<file path="config.mk">
export PLATFORM = sky130hd
export DESIGN_NAME = cpu_dbus_gate_flat
export DESIGN_NICKNAME = d
export VERILOG_FILES = /design/src/rtl/cpu_dbus_gate_pkg.sv /design/src/rtl/cpu_dbus_gate_if.sv /design/src/rtl/cpu_dbus_gate_fault_capture.sv /design/src/rtl/cpu_dbus_gate.sv /design/src/flat_wrapper.sv
export SDC_FILE = /design/constraint.sdc
export NUM_CORES = 1
export LEC_CHECK = 0
export BUFFER_PORTS_ARGS = -buffer_cell sky130_fd_sc_hd__buf_4
export CAP_MARGIN = 10
export CORE_ASPECT_RATIO = 0.8
export CORE_MARGIN = 2
export CORE_UTILIZATION = 37
export CTS_BUF_LIST = sky130_fd_sc_hd__clkbuf_8
export CTS_CLUSTER_DIAMETER = 120
export DETAILED_ROUTE_END_ITERATION = 7
export PLACE_DENSITY_LB_ADDON = 0.2
export SLEW_MARGIN = 20
export SYNTH_ARGS = -nofsm -noshare
export SYNTH_HDL_FRONTEND = slang
export SYNTH_HIERARCHICAL = 1
export SYNTH_SLANG_ARGS = --single-unit
</file>
<file path="constraint.sdc">
create_clock -name clock -period 2.49 [get_ports clock]
set_clock_uncertainty 0.05 [all_clocks]
set_input_delay 0.498 -clock clock [delete_from_list [all_inputs] [get_ports clock]]
set_output_delay 0.498 -clock clock [all_outputs]
set_load 0.05 [all_outputs]
</file>
<file path="src/rtl/cpu_dbus_gate_pkg.sv">
// Shared types for the data-side bus gate: FSM states and fault cause codes.
package cpu_dbus_pkg;

  typedef enum logic [1:0] {
    IDLE   = 2'd0,
    CHECK  = 2'd1,
    ISSUE  = 2'd2,
    WAIT_R = 2'd3
  } state_e;

  typedef logic [1:0] cause_t;

  localparam cause_t FAULT_NONE    = 2'b00;
  localparam cause_t FAULT_MPU     = 2'b01;
  localparam cause_t FAULT_TIMEOUT = 2'b10;

endpackage

</file>
<file path="src/rtl/cpu_dbus_gate_if.sv">
// CPU-side request channel and downstream data-bus channel of the gate.
interface cpu_dbus_cpu_if;
  logic        cpud_request;
  logic        cpud_write;
  logic [31:0] cpud_addr;
  logic [31:0] cpud_wdata;
  logic [3:0]  cpud_wstrb;
  logic        supervisor;
  logic        cpud_ack;
  logic        cpud_fault;
  logic [31:0] cpud_rdata;

  modport master (
    output cpud_request, cpud_write, cpud_addr, cpud_wdata, cpud_wstrb, supervisor,
    input  cpud_ack, cpud_fault, cpud_rdata
  );
  modport slave (
    input  cpud_request, cpud_write, cpud_addr, cpud_wdata, cpud_wstrb, supervisor,
    output cpud_ack, cpud_fault, cpud_rdata
  );
endinterface

interface cpu_dbus_bus_if;
  logic        bus_request;
  logic        bus_write;
  logic [31:0] bus_addr;
  logic [31:0] bus_wdata;
  logic [3:0]  bus_wstrb;
  logic        bus_ready;
  logic        bus_rvalid;
  logic [31:0] bus_rdata;

  modport master (
    output bus_request, bus_write, bus_addr, bus_wdata, bus_wstrb,
    input  bus_ready, bus_rvalid, bus_rdata
  );
  modport slave (
    input  bus_request, bus_write, bus_addr, bus_wdata, bus_wstrb,
    output bus_ready, bus_rvalid, bus_rdata
  );
endinterface

</file>
<file path="src/rtl/cpu_dbus_gate_fault_capture.sv">
// Sticky first-fault record; a new fault overrides a coincident clear.
module cpu_fault_capture
  import cpu_dbus_pkg::*;
(
  input  logic        clock,
  input  logic        reset,
  input  logic        set_i,
  input  logic [31:0] addr_i,
  input  cause_t      cause_i,
  input  logic        write_i,
  input  logic        super_i,
  input  logic        clear_i,
  output logic        valid_o,
  output logic [31:0] addr_o,
  output cause_t      cause_o,
  output logic        write_o,
  output logic        super_o
);

  logic        valid_q;
  logic [31:0] addr_q;
  cause_t      cause_q;
  logic        write_q;
  logic        super_q;

  always_ff @(posedge clock) begin
    if (reset) begin
      valid_q <= 1'b0;
      addr_q  <= '0;
      cause_q <= FAULT_NONE;
      write_q <= 1'b0;
      super_q <= 1'b0;
    end else if (set_i && (!valid_q || clear_i)) begin
      valid_q <= 1'b1;
      addr_q  <= addr_i;
      cause_q <= cause_i;
      write_q <= write_i;
      super_q <= super_i;
    end else if (clear_i) begin
      valid_q <= 1'b0;
    end
  end

  assign valid_o = valid_q;
  assign addr_o  = addr_q;
  assign cause_o = cause_q;
  assign write_o = write_q;
  assign super_o = super_q;

endmodule

</file>
<file path="src/rtl/cpu_dbus_gate.sv">
// Data bus gate: latch CPU request, apply MPU verdict, issue on the bus or
// abort with a protection/timeout fault.
module cpu_dbus_gate
  import cpu_dbus_pkg::*;
#(
  parameter int unsigned TIMEOUT_CYCLES = 255
) (
  input  logic                  clock,
  input  logic                  reset,
  cpu_dbus_cpu_if.slave         cpu,
  cpu_dbus_bus_if.master        bus,
  input  logic                  access_deny,
  input  logic                  fault_clear,
  output logic                  fault_valid,
  output logic [31:0]           fault_addr,
  output cause_t                fault_cause,
  output logic                  fault_write,
  output logic                  fault_supervisor
);

  localparam int CNT_W = $clog2(TIMEOUT_CYCLES + 1);
  // Compare against the pre-increment value so the counter never has to hold TIMEOUT_CYCLES.
  localparam logic [CNT_W-1:0] CNT_LAST = CNT_W'(TIMEOUT_CYCLES - 1);

  state_e      state_q;
  logic [CNT_W-1:0] cnt_q, cnt_d;
  logic        write_q, super_q, ack_q, fault_q, breq_q;
  logic [31:0] addr_q, wdata_q, rdata_q;
  logic [3:0]  wstrb_q;

  logic        timeout_hit;
  logic        flt_set;
  cause_t      flt_cause;

  assign cnt_d       = cnt_q + 1'b1;
  assign timeout_hit = (cnt_q == CNT_LAST);

  always_comb begin
    flt_set   = 1'b0;
    flt_cause = FAULT_NONE;
    case (state_q)
      CHECK: if (access_deny) begin
        flt_set   = 1'b1;
        flt_cause = FAULT_MPU;
      end
      ISSUE: if (!bus.bus_ready && timeout_hit) begin
        flt_set   = 1'b1;
        flt_cause = FAULT_TIMEOUT;
      end
      WAIT_R: if (!bus.bus_rvalid && timeout_hit) begin
        flt_set   = 1'b1;
        flt_cause = FAULT_TIMEOUT;
      end
      default: ;
    endcase
  end

  always_ff @(posedge clock) begin
    if (reset) begin
      state_q <= IDLE;
      cnt_q   <= '0;
      write_q <= 1'b0;
      super_q <= 1'b0;
      addr_q  <= '0;
      wdata_q <= '0;
      wstrb_q <= '0;
      rdata_q <= '0;
      ack_q   <= 1'b0;
      fault_q <= 1'b0;
      breq_q  <= 1'b0;
    end else begin
      ack_q   <= 1'b0;
      fault_q <= 1'b0;
      case (state_q)
        IDLE: if (cpu.cpud_request) begin
          write_q <= cpu.cpud_write;
          addr_q  <= cpu.cpud_addr;
          wdata_q <= cpu.cpud_wdata;
          wstrb_q <= cpu.cpud_wstrb;
          super_q <= cpu.supervisor;
          state_q <= CHECK;
        end
        CHECK: begin
          cnt_q <= '0;
          if (access_deny) begin
            ack_q   <= 1'b1;
            fault_q <= 1'b1;
            state_q <= IDLE;
          end else begin
            breq_q  <= 1'b1;
            state_q <= ISSUE;
          end
        end
        ISSUE: begin
          cnt_q <= cnt_d;
          if (bus.bus_ready) begin
            breq_q <= 1'b0;
            if (write_q) begin
              ack_q   <= 1'b1;
              state_q <= IDLE;
            end else begin
              state_q <= WAIT_R;
            end
          end else if (timeout_hit) begin
            breq_q  <= 1'b0;
            ack_q   <= 1'b1;
            fault_q <= 1'b1;
            state_q <= IDLE;
          end
        end
        WAIT_R: begin
          cnt_q <= cnt_d;
          if (bus.bus_rvalid) begin
            rdata_q <= bus.bus_rdata;
            ack_q   <= 1'b1;
            state_q <= IDLE;
          end else if (timeout_hit) begin
            ack_q   <= 1'b1;
            fault_q <= 1'b1;
            state_q <= IDLE;
          end
        end
        default: state_q <= IDLE;
      endcase
    end
  end

  assign cpu.cpud_ack   = ack_q;
  assign cpu.cpud_fault = fault_q;
  assign cpu.cpud_rdata = rdata_q;

  assign bus.bus_request = breq_q;
  assign bus.bus_write   = write_q;
  assign bus.bus_addr    = addr_q;
  assign bus.bus_wdata   = wdata_q;
  assign bus.bus_wstrb   = wstrb_q;

  cpu_fault_capture u_fault (
    .clock   (clock),
    .reset   (reset),
    .set_i   (flt_set),
    .addr_i  (addr_q),
    .cause_i (flt_cause),
    .write_i (write_q),
    .super_i (super_q),
    .clear_i (fault_clear),
    .valid_o (fault_valid),
    .addr_o  (fault_addr),
    .cause_o (fault_cause),
    .write_o (fault_write),
    .super_o (fault_supervisor)
  );

endmodule

</file>
<file path="src/flat_wrapper.sv">
// flat-port wrapper written by rule: the top's interface ports become plain ports
module cpu_dbus_gate_flat import cpu_dbus_pkg::*;
#(
  parameter int unsigned TIMEOUT_CYCLES = 255
)
  (clock, reset, access_deny, fault_clear, fault_valid, fault_addr, fault_cause, fault_write, fault_supervisor, cpu_cpud_request, cpu_cpud_write, cpu_cpud_addr, cpu_cpud_wdata, cpu_cpud_wstrb, cpu_supervisor, cpu_cpud_ack, cpu_cpud_fault, cpu_cpud_rdata, bus_bus_request, bus_bus_write, bus_bus_addr, bus_bus_wdata, bus_bus_wstrb, bus_bus_ready, bus_bus_rvalid, bus_bus_rdata);
  cpu_dbus_cpu_if cpu_i ();
  cpu_dbus_bus_if bus_i ();
  input  logic clock;
  input  logic reset;
  input  logic access_deny;
  input  logic fault_clear;
  output logic fault_valid;
  output logic [31:0] fault_addr;
  output cause_t fault_cause;
  output logic fault_write;
  output logic fault_supervisor;
  input wire logic [$bits(cpu_i.cpud_request)-1:0] cpu_cpud_request;
  input wire logic [$bits(cpu_i.cpud_write)-1:0] cpu_cpud_write;
  input wire logic [$bits(cpu_i.cpud_addr)-1:0] cpu_cpud_addr;
  input wire logic [$bits(cpu_i.cpud_wdata)-1:0] cpu_cpud_wdata;
  input wire logic [$bits(cpu_i.cpud_wstrb)-1:0] cpu_cpud_wstrb;
  input wire logic [$bits(cpu_i.supervisor)-1:0] cpu_supervisor;
  output wire logic [$bits(cpu_i.cpud_ack)-1:0] cpu_cpud_ack;
  output wire logic [$bits(cpu_i.cpud_fault)-1:0] cpu_cpud_fault;
  output wire logic [$bits(cpu_i.cpud_rdata)-1:0] cpu_cpud_rdata;
  output wire logic [$bits(bus_i.bus_request)-1:0] bus_bus_request;
  output wire logic [$bits(bus_i.bus_write)-1:0] bus_bus_write;
  output wire logic [$bits(bus_i.bus_addr)-1:0] bus_bus_addr;
  output wire logic [$bits(bus_i.bus_wdata)-1:0] bus_bus_wdata;
  output wire logic [$bits(bus_i.bus_wstrb)-1:0] bus_bus_wstrb;
  input wire logic [$bits(bus_i.bus_ready)-1:0] bus_bus_ready;
  input wire logic [$bits(bus_i.bus_rvalid)-1:0] bus_bus_rvalid;
  input wire logic [$bits(bus_i.bus_rdata)-1:0] bus_bus_rdata;
  assign cpu_i.cpud_request = cpu_cpud_request;
  assign cpu_i.cpud_write = cpu_cpud_write;
  assign cpu_i.cpud_addr = cpu_cpud_addr;
  assign cpu_i.cpud_wdata = cpu_cpud_wdata;
  assign cpu_i.cpud_wstrb = cpu_cpud_wstrb;
  assign cpu_i.supervisor = cpu_supervisor;
  assign cpu_cpud_ack = cpu_i.cpud_ack;
  assign cpu_cpud_fault = cpu_i.cpud_fault;
  assign cpu_cpud_rdata = cpu_i.cpud_rdata;
  assign bus_bus_request = bus_i.bus_request;
  assign bus_bus_write = bus_i.bus_write;
  assign bus_bus_addr = bus_i.bus_addr;
  assign bus_bus_wdata = bus_i.bus_wdata;
  assign bus_bus_wstrb = bus_i.bus_wstrb;
  assign bus_i.bus_ready = bus_bus_ready;
  assign bus_i.bus_rvalid = bus_bus_rvalid;
  assign bus_i.bus_rdata = bus_bus_rdata;
  cpu_dbus_gate #(.TIMEOUT_CYCLES(TIMEOUT_CYCLES)) u_core (.clock(clock), .reset(reset), .cpu(cpu_i), .bus(bus_i), .access_deny(access_deny), .fault_clear(fault_clear), .fault_valid(fault_valid), .fault_addr(fault_addr), .fault_cause(fault_cause), .fault_write(fault_write), .fault_supervisor(fault_supervisor));
endmodule
</file>
==> results.md, run 1 <==
* Outcome: finished, final reports clean
* Total CTS buffers at 17
* Worst hold margin at 0.247 ns
* Via count at 5,175
* Routed wire length at 15.5 mm
* # nets final at 1,027
* Setup Slack @ Placement at 0.396 ns
* Maximum VDD drop at 0.432 mV
* Syn nets at 798
* Pwr Density at 686 nW/um2
* Launch point of the worst hold path: cpu_cpud_wdata[9]
* DRT iter0 DRCs at 211
* Routability cong. at 0.813
* Power share of the sequential group at 44.7%
* Synth warnings at 6
* Syn-to-layout area delta at 39.9%
* Register area at 3040 um2
* Combinational Power Share at 16.3%
* GRT Resource Usage Total at 17.7%
* DIE AREA at 17,400 um2
* R2r endpoint: u_core/u_fault/write_o
* Register bit count reported by yosys at 152
* Post-synth EDFFs at 0
* CTS hold repair buffers at 0
* Sw Ratio at 27.3%
* Htree depth at 4
* Worst skew pair latency at 0.43 ns
* Initial Util at 38.1%
* Antenna cells at 0
* Global-route wire length before repair at 24.9 mm
* Total Neg Setup Slack at 0 ns
* Min-delay worst type: primary input to register
* Crit path max fanout at 36
* Fraction of layout cells with a size suffix above 1 at 36.3%
* DRT Pass-1 Iters at 7
* Net Sw Power at 1.58 mW
* Main synth FF type: dfxtp_1
* Fmax at 492 MHz
* IO buf count at 249
* Most common cell after layout, fill and taps aside: buf_4
* Non-Filler Instances at 1,143
* RSZ-0062 raised after global routing: no
* Hold Vio Cnt, Final at 0
* CTS tree: done
* DR vias/cell at 4.53
* Io pins at 250
* Die X at 147 um
* Reg2reg setup slack at 0.46 ns
* Placed cells at 1,112
* Clk pin slew, worst setup/hold paths at 0.08 ns
* Slew headroom at 68.7%
* Final HPWL DP at 10.7 mm
* Synth Instances at 687
* Final core utilization at 53.2%
* Die Ht at 118 um
* Worst Path Arrival at 2.34 ns
* Final Cycle Share at 81.6%
* Vias in the first global route at 4,839
* FF-to-FF Start: u_core/state_q[0]
* Hold Path Stages at 3
* Worst-Margin Slew at 0.469 ns
* Required time worst endpoint at 2.80 ns
* Commonest cells after routing, fill and taps aside: buf_4, nand2_1, dfxtp_1
* Critical Path Source Type: register
* Root buf cell: clkbuf_8
* CTS resizes at 0
* Asr flop ratio synth at 0%
* PnR worst setup slack at 0.459 ns
* WL per Instance at 13.6 um
* Min Tclk post-route at 2.03 ns
* Int Power at 4.21 mW
* Core ar. at 15,900 um2
* Critical path class: register to register
* Clock Sinks at 152
* Row count at 41
* Pin count of the biggest net entering global routing at 104
* Grt total ovfl at 0
* Drc violations at 0
* Slew Viols, Final at 0
* Final ANT Viol Nets at 0
* Leak at 3.52 nW
* Seq/Total Area, Yosys at 50.4%
* FF-to-FF path depth at 6
* Final setup violation count at 0
* Initial antenna violation count at 0
* CP Capture Type: register
* Distinct cells, synth at 40
* Hold endpoint: u_core/bus.bus_wdata[9]
* Footprint of the multi-input gates at 2640 um2
* Clock Power Share at 39.0%
* Longest Clk Path Bufs at 2
* Max_cap viols at 0
* Postcts setup bufs at 0
* Synth Cell Area at 6030 um2
* Filler Cells Inserted at 1,541
* Syn_area_per_cell at 8.78 um2
[power groups by stage]
stage	clock (mW)	sequential, mW	combinational, mW
4_1_cts	2.34	2.59	0.956
6_report	2.26	2.59	0.944
3_3_place_gp	0	2.65	0.952
2_1_floorplan	0	2.94	0.333
3_5_place_dp	0	2.65	0.955
5_1_grt	2.44	2.60	1.01
[cells by family after synthesis]
logic type / share of synthesized area (%)
flip-flops: 50.4
buffers and inverters: 5.89
multiplexers: 6.14
adder cells (fa/ha/maj): 0.415
AND/OR/NAND/NOR: 24.7
AO/OA/AOI/OAI: 12.1
XOR/XNOR: 0.290
[metal layers]
metal / routed length (um) / share of wire, % / global-route usage (%)
met4: 78 / 0.50 / 4.00
met1: 7340 / 47 / 23.8
met5: 0 / 0 / 0
met3: 1170 / 7.5 / 6.99
met2: 6950 / 45 / 26.8
[metrics by stage]
step | area, um2 | power, mW
after CTS | 8440 | 5.88
final | 8440 | 5.79
after global placement | 7960 | 3.60
after floorplan | 6030 | 3.27
after global routing | 8440 | 6.06
after detailed placement | 7960 | 3.60
[cell type report]
class / instances / share of cell area, %
tap: 215 / 3.19
timing repair buffer: 260 / 23.4
clock inverter: 12 / 2.64
inverter: 6 / 0.267
sequential: 152 / 36.1
clock buffer: 19 / 3.10
multi-input combinational: 479 / 31.3
[critical path: stages, from the launching register on]
cell and delay, ns:
dfxtp_1 0.60, nand2b_4 0.23, and4bb_1 0.21, or2_1 0.14
a21boi_4 0.20, buf_12 0.28, mux2i_1 0.22
[synth_stat cells, types with 2 or more instances]
library cell | count | area, um2
nand2_1 | 187 | 702
buf_2 | 11 | 55.1
nand4_1 | 3 | 18.8
mux2i_1 | 37 | 370
or3_1 | 3 | 18.8
buf_6 | 9 | 101
nor3b_1 | 2 | 15.0
buf_4 | 4 | 30.0
nand2_2 | 21 | 131
dfxtp_1 | 152 | 3040
o211ai_1 | 3 | 22.5
inv_1 | 6 | 22.5
buf_12 | 3 | 60.1
nor2b_1 | 2 | 12.5
clkbuf_1 | 22 | 82.6
nand3_1 | 4 | 20.0
a21oi_1 | 93 | 465
nor3_1 | 2 | 10.0
ha_1 | 2 | 25.0
a21oi_2 | 20 | 175
nand2b_1 | 73 | 457
xor2_1 | 2 | 17.5
nor2_1 | 9 | 33.8
[sequential cells by signal (all words and copies together), names as in the netlist]
register                count
u_core/bus.bus_wstrb        4
u_core/bus.bus_write        1
u_core/cpu.cpud_rdata      32
u_core/super_q              1
u_core/cnt_q                8
u_core/u_fault/valid_o      1
u_core/u_fault/write_o      1
u_core/cpu.cpud_fault       1
u_core/bus.bus_request      1
u_core/u_fault/cause_o      2
u_core/bus.bus_wdata       32
u_core/bus.bus_addr        32
u_core/u_fault/addr_o      32
u_core/cpu.cpud_ack         1
u_core/state_q              2
u_core/u_fault/super_o      1
[worst max path at each step]
stage,from,end,depth (start not counted)
after floorplan,u_core/cnt_q[0],u_core/u_fault/addr_o[0],9
after global placement,bus_bus_rvalid,u_core/u_fault/addr_o[15],7
after detailed placement,bus_bus_rvalid,u_core/u_fault/addr_o[23],7
after CTS,u_core/state_q[0],u_core/u_fault/addr_o[23],6
after global routing,u_core/state_q[0],u_core/u_fault/addr_o[13],6
final,u_core/state_q[0],u_core/u_fault/write_o,6
(Power assumes the default switching activity.)
==> run 2, diff against run 1 <==
- ABC_AREA: not set -> 1
- clock period: 2.49 -> 1.7 ns (I/O delays scaled with it)
==> run 2 against run 1 <==
Effect of this change:
- the flow now finishes with violations (setup timing)
- non-clock buffer count is 29 higher
- utilization rose by 2.7 points
- global-route usage is 1.3 points higher
- total power rose by 48%
- clock power is 15% higher
- first-iteration DRC count rose by 18%
- fmax up 18%
- critical path type unchanged
- combinational power increased by 120%
- largest cell class unchanged
- wire length increased by 11%
==> results.md, run 2 <==
* Syn nets at 899
* # nets final at 1,152
* Final ANT Viol Nets at 0
* Synth warnings at 6
* Io pins at 250
* Grt total ovfl at 0
* Final Cycle Share at 101%
* Final core utilization at 55.9%
* Vias in the first global route at 5,330
* Worst hold margin at 0.0780 ns
* Register bit count reported by yosys at 152
* Slew headroom at 76.1%
* Clock Sinks at 152
* CP Launch Point: u_core/cnt_q[0]
* Required time worst endpoint at 2.00 ns
* GRT Resource Usage Total at 19.0%
* Clk pin slew, worst setup/hold paths at 0.08 ns
* Core ar. at 15,800 um2
* Hold Vio Cnt, Final at 0
* Main synth FF type: dfxtp_1
* Routed wire length at 17.3 mm
* Fmax at 581 MHz
* PnR worst setup slack at -0.0204 ns
* Worst-Margin Slew at 0.359 ns
* CTS tree: done
* Outcome: finished with violations
* Launch point of the worst hold path: cpu_cpud_addr[29]
* Seq/Total Area, Yosys at 51.0%
* Total power at 8.55 mW
* Net Sw Power at 2.84 mW
* Failing checks: setup timing
* Total Neg Setup Slack at -0.0368 ns
* Sw Ratio at 33.2%
* Final HPWL DP at 11.4 mm
* Antenna cells at 0
* DR vias/cell at 4.61
* Die Ht at 118 um
* Maximum VDD drop at 0.481 mV
* Initial antenna violation count at 0
* Longest Clk Path Bufs at 2
* Global-route wire length before repair at 26.7 mm
* FF-to-FF Start: u_core/cnt_q[0]
* Initial Util at 37.8%
* Syn_area_per_cell at 7.57 um2
* DRT iter0 DRCs at 249
* WL per Instance at 13.6 um
* Syn-to-layout area delta at 48.0%
* Setup Slack @ Placement at -0.0353 ns
* Slew Viols, Final at 0
* Pwr Density at 968 nW/um2
* DRT Pass-1 Iters at 7
* Synth Instances at 788
* Leak at 3.99 nW
* Crit path max fanout at 7
* Post-synth EDFFs at 0
* Top-area cell type share of the netlist area at 51.0%
* Htree depth at 4
* Routability cong. at 0.845
* Distinct cells, synth at 27
* Combinational Power Share at 23.7%
* Min-delay worst type: primary input to register
* DIE AREA at 17,200 um2
* Critical path class: register to register
* Min Tclk post-route at 1.72 ns
* Synth top area cells: dfxtp_1, nor2_1, a21oi_1, nand3_1, nand2_1
* Clock Power Share at 30.5%
* Filler Cells Inserted at 1,564
* Critical Path Source Type: register
* CTS hold repair buffers at 0
* CP Capture Type: register
* Root buf cell: clkbuf_8
* RSZ-0062 raised after global routing: yes
* Via count at 5,851
* Fraction of layout cells with a size suffix above 1 at 36.1%
* Asr flop ratio synth at 0%
* Die X at 146 um
* Commonest cells after routing, fill and taps aside: buf_4, nor2_1, dfxtp_1
* Pin count of the biggest net entering global routing at 50
* IO buf count at 249
* Final setup violation count at 4
* Total CTS buffers at 17
* Most numerous cell in the Yosys netlist: nor2_1
* Max_cap viols at 0
* Worst skew pair latency at 0.44 ns
* Yosys top cell by area: dfxtp_1
* Int Power at 5.71 mW
* Commonest cells in the synthesized netlist: nor2_1, dfxtp_1, nand2_1
* Drc violations at 0
* Power share of the sequential group at 45.7%
* Row count at 41
* Most common cell after layout, fill and taps aside: buf_4
* Synth Cell Area at 5970 um2
* Worst Path Arrival at 2.02 ns
[run 2: path summary, 6_finish.rpt]
path                            slack, ns  cells past startpoint                  endpoint
worst max-delay path                -0.02                     11  u_core/u_fault/addr_o[2]
worst min-delay path                 0.08                      3   u_core/bus.bus_addr[29]
worst max register to register      -0.02                     11  u_core/u_fault/addr_o[2]
worst min register to register       0.41                      2  u_core/cpu.cpud_rdata[8]
[run 2: kinds of logic after synthesis]
family	synth area share [%]
AOI/OAI and AO/OA	13.1
and+or+nand+nor	25.9
DFF	51.0
buffers and inverters	9.43
xor gates and xnor gates	0.147
adders and majority gates	0.419
[run 2: cell type report]
class	count	area, um2	share of cell area [%]
Clock buffer	19	262	2.96
Timing Repair Buffer	289	2410	27.2
Clock inverter	13	106	1.20
Tap cell	215	269	3.05
Inverter	57	216	2.45
Multi-Input combinational cell	524	2530	28.6
Sequential cell	152	3050	34.5
[run 2: worst max-delay path: stages (launching register included)]
cell and delay (ns):
dfxtp_2 0.33, inv_2 0.07, ha_4 0.14, nand2_4 0.06
nor2_4 0.11, nand4_1 0.19, nand3_4 0.17, buf_12 0.14
clkbuf_16 0.16, nand3_2 0.08, nand2_1 0.08, nor2_2 0.03
[run 2: timing repair]
item / 4_1_cts / 5_1_grt
setup endpoints to repair: 36 / 37
gates resized for setup: 7 / 38
setup buffers: 0 / 4
cloned: 1 / 6
pin swaps: 1 / 9
[run 2: metrics by stage]
step | instances | cell area, um2
after floorplan | 788 | 5970
after global placement | 1226 | 8070
after detailed placement | 1226 | 8070
after CTS | 1259 | 8480
after global routing | 1269 | 8830
final | 1269 | 8830
[run 2: power by group through the flow]
stage | Sequential (mW) | Clock [mW] | Combinational (mW)
6_report | 3.91 | 2.61 | 2.03
3_5_place_dp | 3.99 | 0 | 1.95
3_3_place_gp | 3.99 | 0 | 1.94
5_1_grt | 3.95 | 2.85 | 2.18
2_1_floorplan | 4.69 | 0 | 0.551
4_1_cts | 3.91 | 2.69 | 1.96
[run 2: per-layer routing]
metal	up-vias	GRT usage (%)	wire, um
met5	-	0	0
met4	0	4.98	105
met3	8	6.09	1130
met2	169	29.1	7960
met1	2646	25.8	8060
li1	3028	-	-
==> run 3, diff against run 2 <==
- CAP_MARGIN: 10 -> 20
- CORE_UTILIZATION: 37 -> 45
==> run 3 against run 2 <==
Effect of this change:
- design area decreased by 0.41%
- sequential share of layout area grew 0.14 points
- largest cell class unchanged
- flip-flop and latch count did not move
- utilization rose by 12 points
- critical path depth is the same
- first-iteration DRC count rose by 59%
- the run still ends with setup timing left
- final cell count fell by 3.0%
- critical endpoint is now u_core/u_fault/addr_o[14]
- wire length increased by 0.34%
- non-clock buffer count grew 2
- worst setup slack lost 0.018 ns
- largest power group unchanged
- die area shrank 17%
==> results.md, run 3 (synthesis results as in run 2) <==
* Outcome: finished with violations
* Failing checks: setup timing
* Slew Viols, Final at 0
* Final Cycle Share at 102%
* Crit-path leading delay family: simple AND/OR/NAND/NOR gates
* Final HPWL DP at 11.3 mm
* DR vias/cell at 4.85
* CP Capture Type: register
* Reg2reg setup slack at -0.04 ns
* Drc violations at 0
* Routability cong. at 0.809
* Critical Path Source Type: register
* Min-delay worst type: primary input to register
* Fmax at 575 MHz
* Vias in the first global route at 5,239
* Longest Clk Path Bufs at 2
* Via count at 5,971
* Slew headroom at 75.8%
* Crit path max fanout at 6
* Row count at 37
* Antenna cells at 0
* Clk pin slew, worst setup/hold paths at 0.09 ns
* Routed wire length at 17.3 mm
* Final ANT Viol Nets at 0
* WL per Instance at 14.1 um
* Io pins at 250
* FF-to-FF Start: u_core/cnt_q[0]
* Placed Area at 8030 um2
* Most common cell after layout, fill and taps aside: buf_4
* Total Neg Setup Slack at -0.213 ns
* DIE AREA at 14,200 um2
* # nets final at 1,154
* CTS tree: done
* Min Tclk post-route at 1.74 ns
* Filler Cells Inserted at 1,138
* Worst-Margin Slew at 0.362 ns
* Critical path depth at 11
* Launch point of the worst hold path: reset
* Setup Slack @ Placement at 0.0172 ns
* Die Ht at 107 um
* Die X at 133 um
* Maximum VDD drop at 0.662 mV
* CP Cell Sequence: inv_2 -> ha_4 -> nand2_4 -> nor2_4 -> nand4_1 -> nand3_4 -> buf_12 -> clkbuf_16 -> nand3_2 -> nand2_1 -> nor2_1
* FF-to-FF path depth at 11
* Total CTS buffers at 17
* Global-route wire length before repair at 26.2 mm
* R2r endpoint: u_core/u_fault/addr_o[14]
* Max stage delay cell, worst path: dfxtp_2
* IO buf count at 249
* Root buf cell: clkbuf_8
* Clock Sinks at 152
* Pwr Density at 1000 nW/um2
* Commonest cells after routing, fill and taps aside: buf_4, nor2_1, dfxtp_1
* Core ar. at 12,900 um2
* Final setup violation count at 15
* Fraction of layout cells with a size suffix above 1 at 34.7%
* GRT Resource Usage Total at 22.7%
* Critical path class: register to register
* Grt total ovfl at 0
* Total power at 8.81 mW
* Buf/Inv on CP at 3
* Max_cap viols at 0
* Critical path's largest stage delay at 0.33 ns
* DRT Pass-1 Iters at 5
* Worst skew pair latency at 0.43 ns
* RSZ-0062 raised after global routing: yes
* Hold Vio Cnt, Final at 0
* Finished Cell Area at 8800 um2
* Pin count of the biggest net entering global routing at 54
* Initial antenna violation count at 0
* PnR worst setup slack at -0.0388 ns
* Leak at 4.01 nW
* DRT iter0 DRCs at 395
* End point of the critical path: u_core/u_fault/addr_o[14]
* Syn-to-layout area delta at 47.4%
* Required time worst endpoint at 1.98 ns
* Worst Path Arrival at 2.02 ns
* CP Launch Point: u_core/cnt_q[0]
* Initial Util at 46.2%
* Htree depth at 4
[run 3: metal layers]
metal | GRT usage [%] | share of wire, % | up-vias | wire (um)
met3 | 6.15 | 6.4 | 20 | 1110
li1 | - | - | 3038 | -
met5 | 0 | 0 | - | 0
met4 | 6.45 | 1.5 | 0 | 258
met1 | 30.3 | 44 | 2729 | 7660
met2 | 36.1 | 48 | 184 | 8290
[run 3: final cells by class]
cell class | count | area (um2) | area share [%]
timing repair buffer | 291 | 2450 | 27.8
clock buffer | 17 | 234 | 2.66
clock inverter | 15 | 179 | 2.03
multi-input combinational | 524 | 2450 | 27.9
sequential | 152 | 3050 | 34.6
tap | 175 | 219 | 2.49
inverter | 57 | 216 | 2.46
[run 3: worst min path at each step]
stage	end	cells past startpoint
floorplan	u_core/u_fault/valid_o	1
global placement	u_core/cpu.cpud_rdata[8]	2
detailed placement	u_core/cpu.cpud_rdata[17]	2
CTS	u_core/u_fault/valid_o	2
global route	u_core/u_fault/valid_o	2
finish	u_core/u_fault/valid_o	2
[run 3: metrics by stage]
step,instances,utilization [%],hold WS (ns)
after floorplan,788,-,0.359
after global placement,1184,62.2,0.400
after detailed placement,1184,62.2,0.405
after CTS,1217,65.5,0.0697
after global routing,1231,68.1,0.0795
final,1231,68.1,0.0958
[run 3: what timing repair did]
action	CTS	global route
endpoints found under the setup margin	2	39
setup buffers	1	3
hold buffers	0	0
pin swaps	1	20
gates cloned	0	11
resized for setup	2	23
[run 3: power by group]
part	internal [mW]	total, mW	switching [mW]
registers	3.77	3.91	0.140
clock network	1.46	2.87	1.41
logic	0.721	2.03	1.31
[run 3: worst register-to-register path, cell delays in order (launching register included)]
cell and delay, ns:
dfxtp_2 0.33, inv_2 0.07, ha_4 0.14, nand2_4 0.05
nor2_4 0.13, nand4_1 0.18, nand3_4 0.18, buf_12 0.16
clkbuf_16 0.15, nand3_2 0.07, nand2_1 0.09, nor2_1 0.05
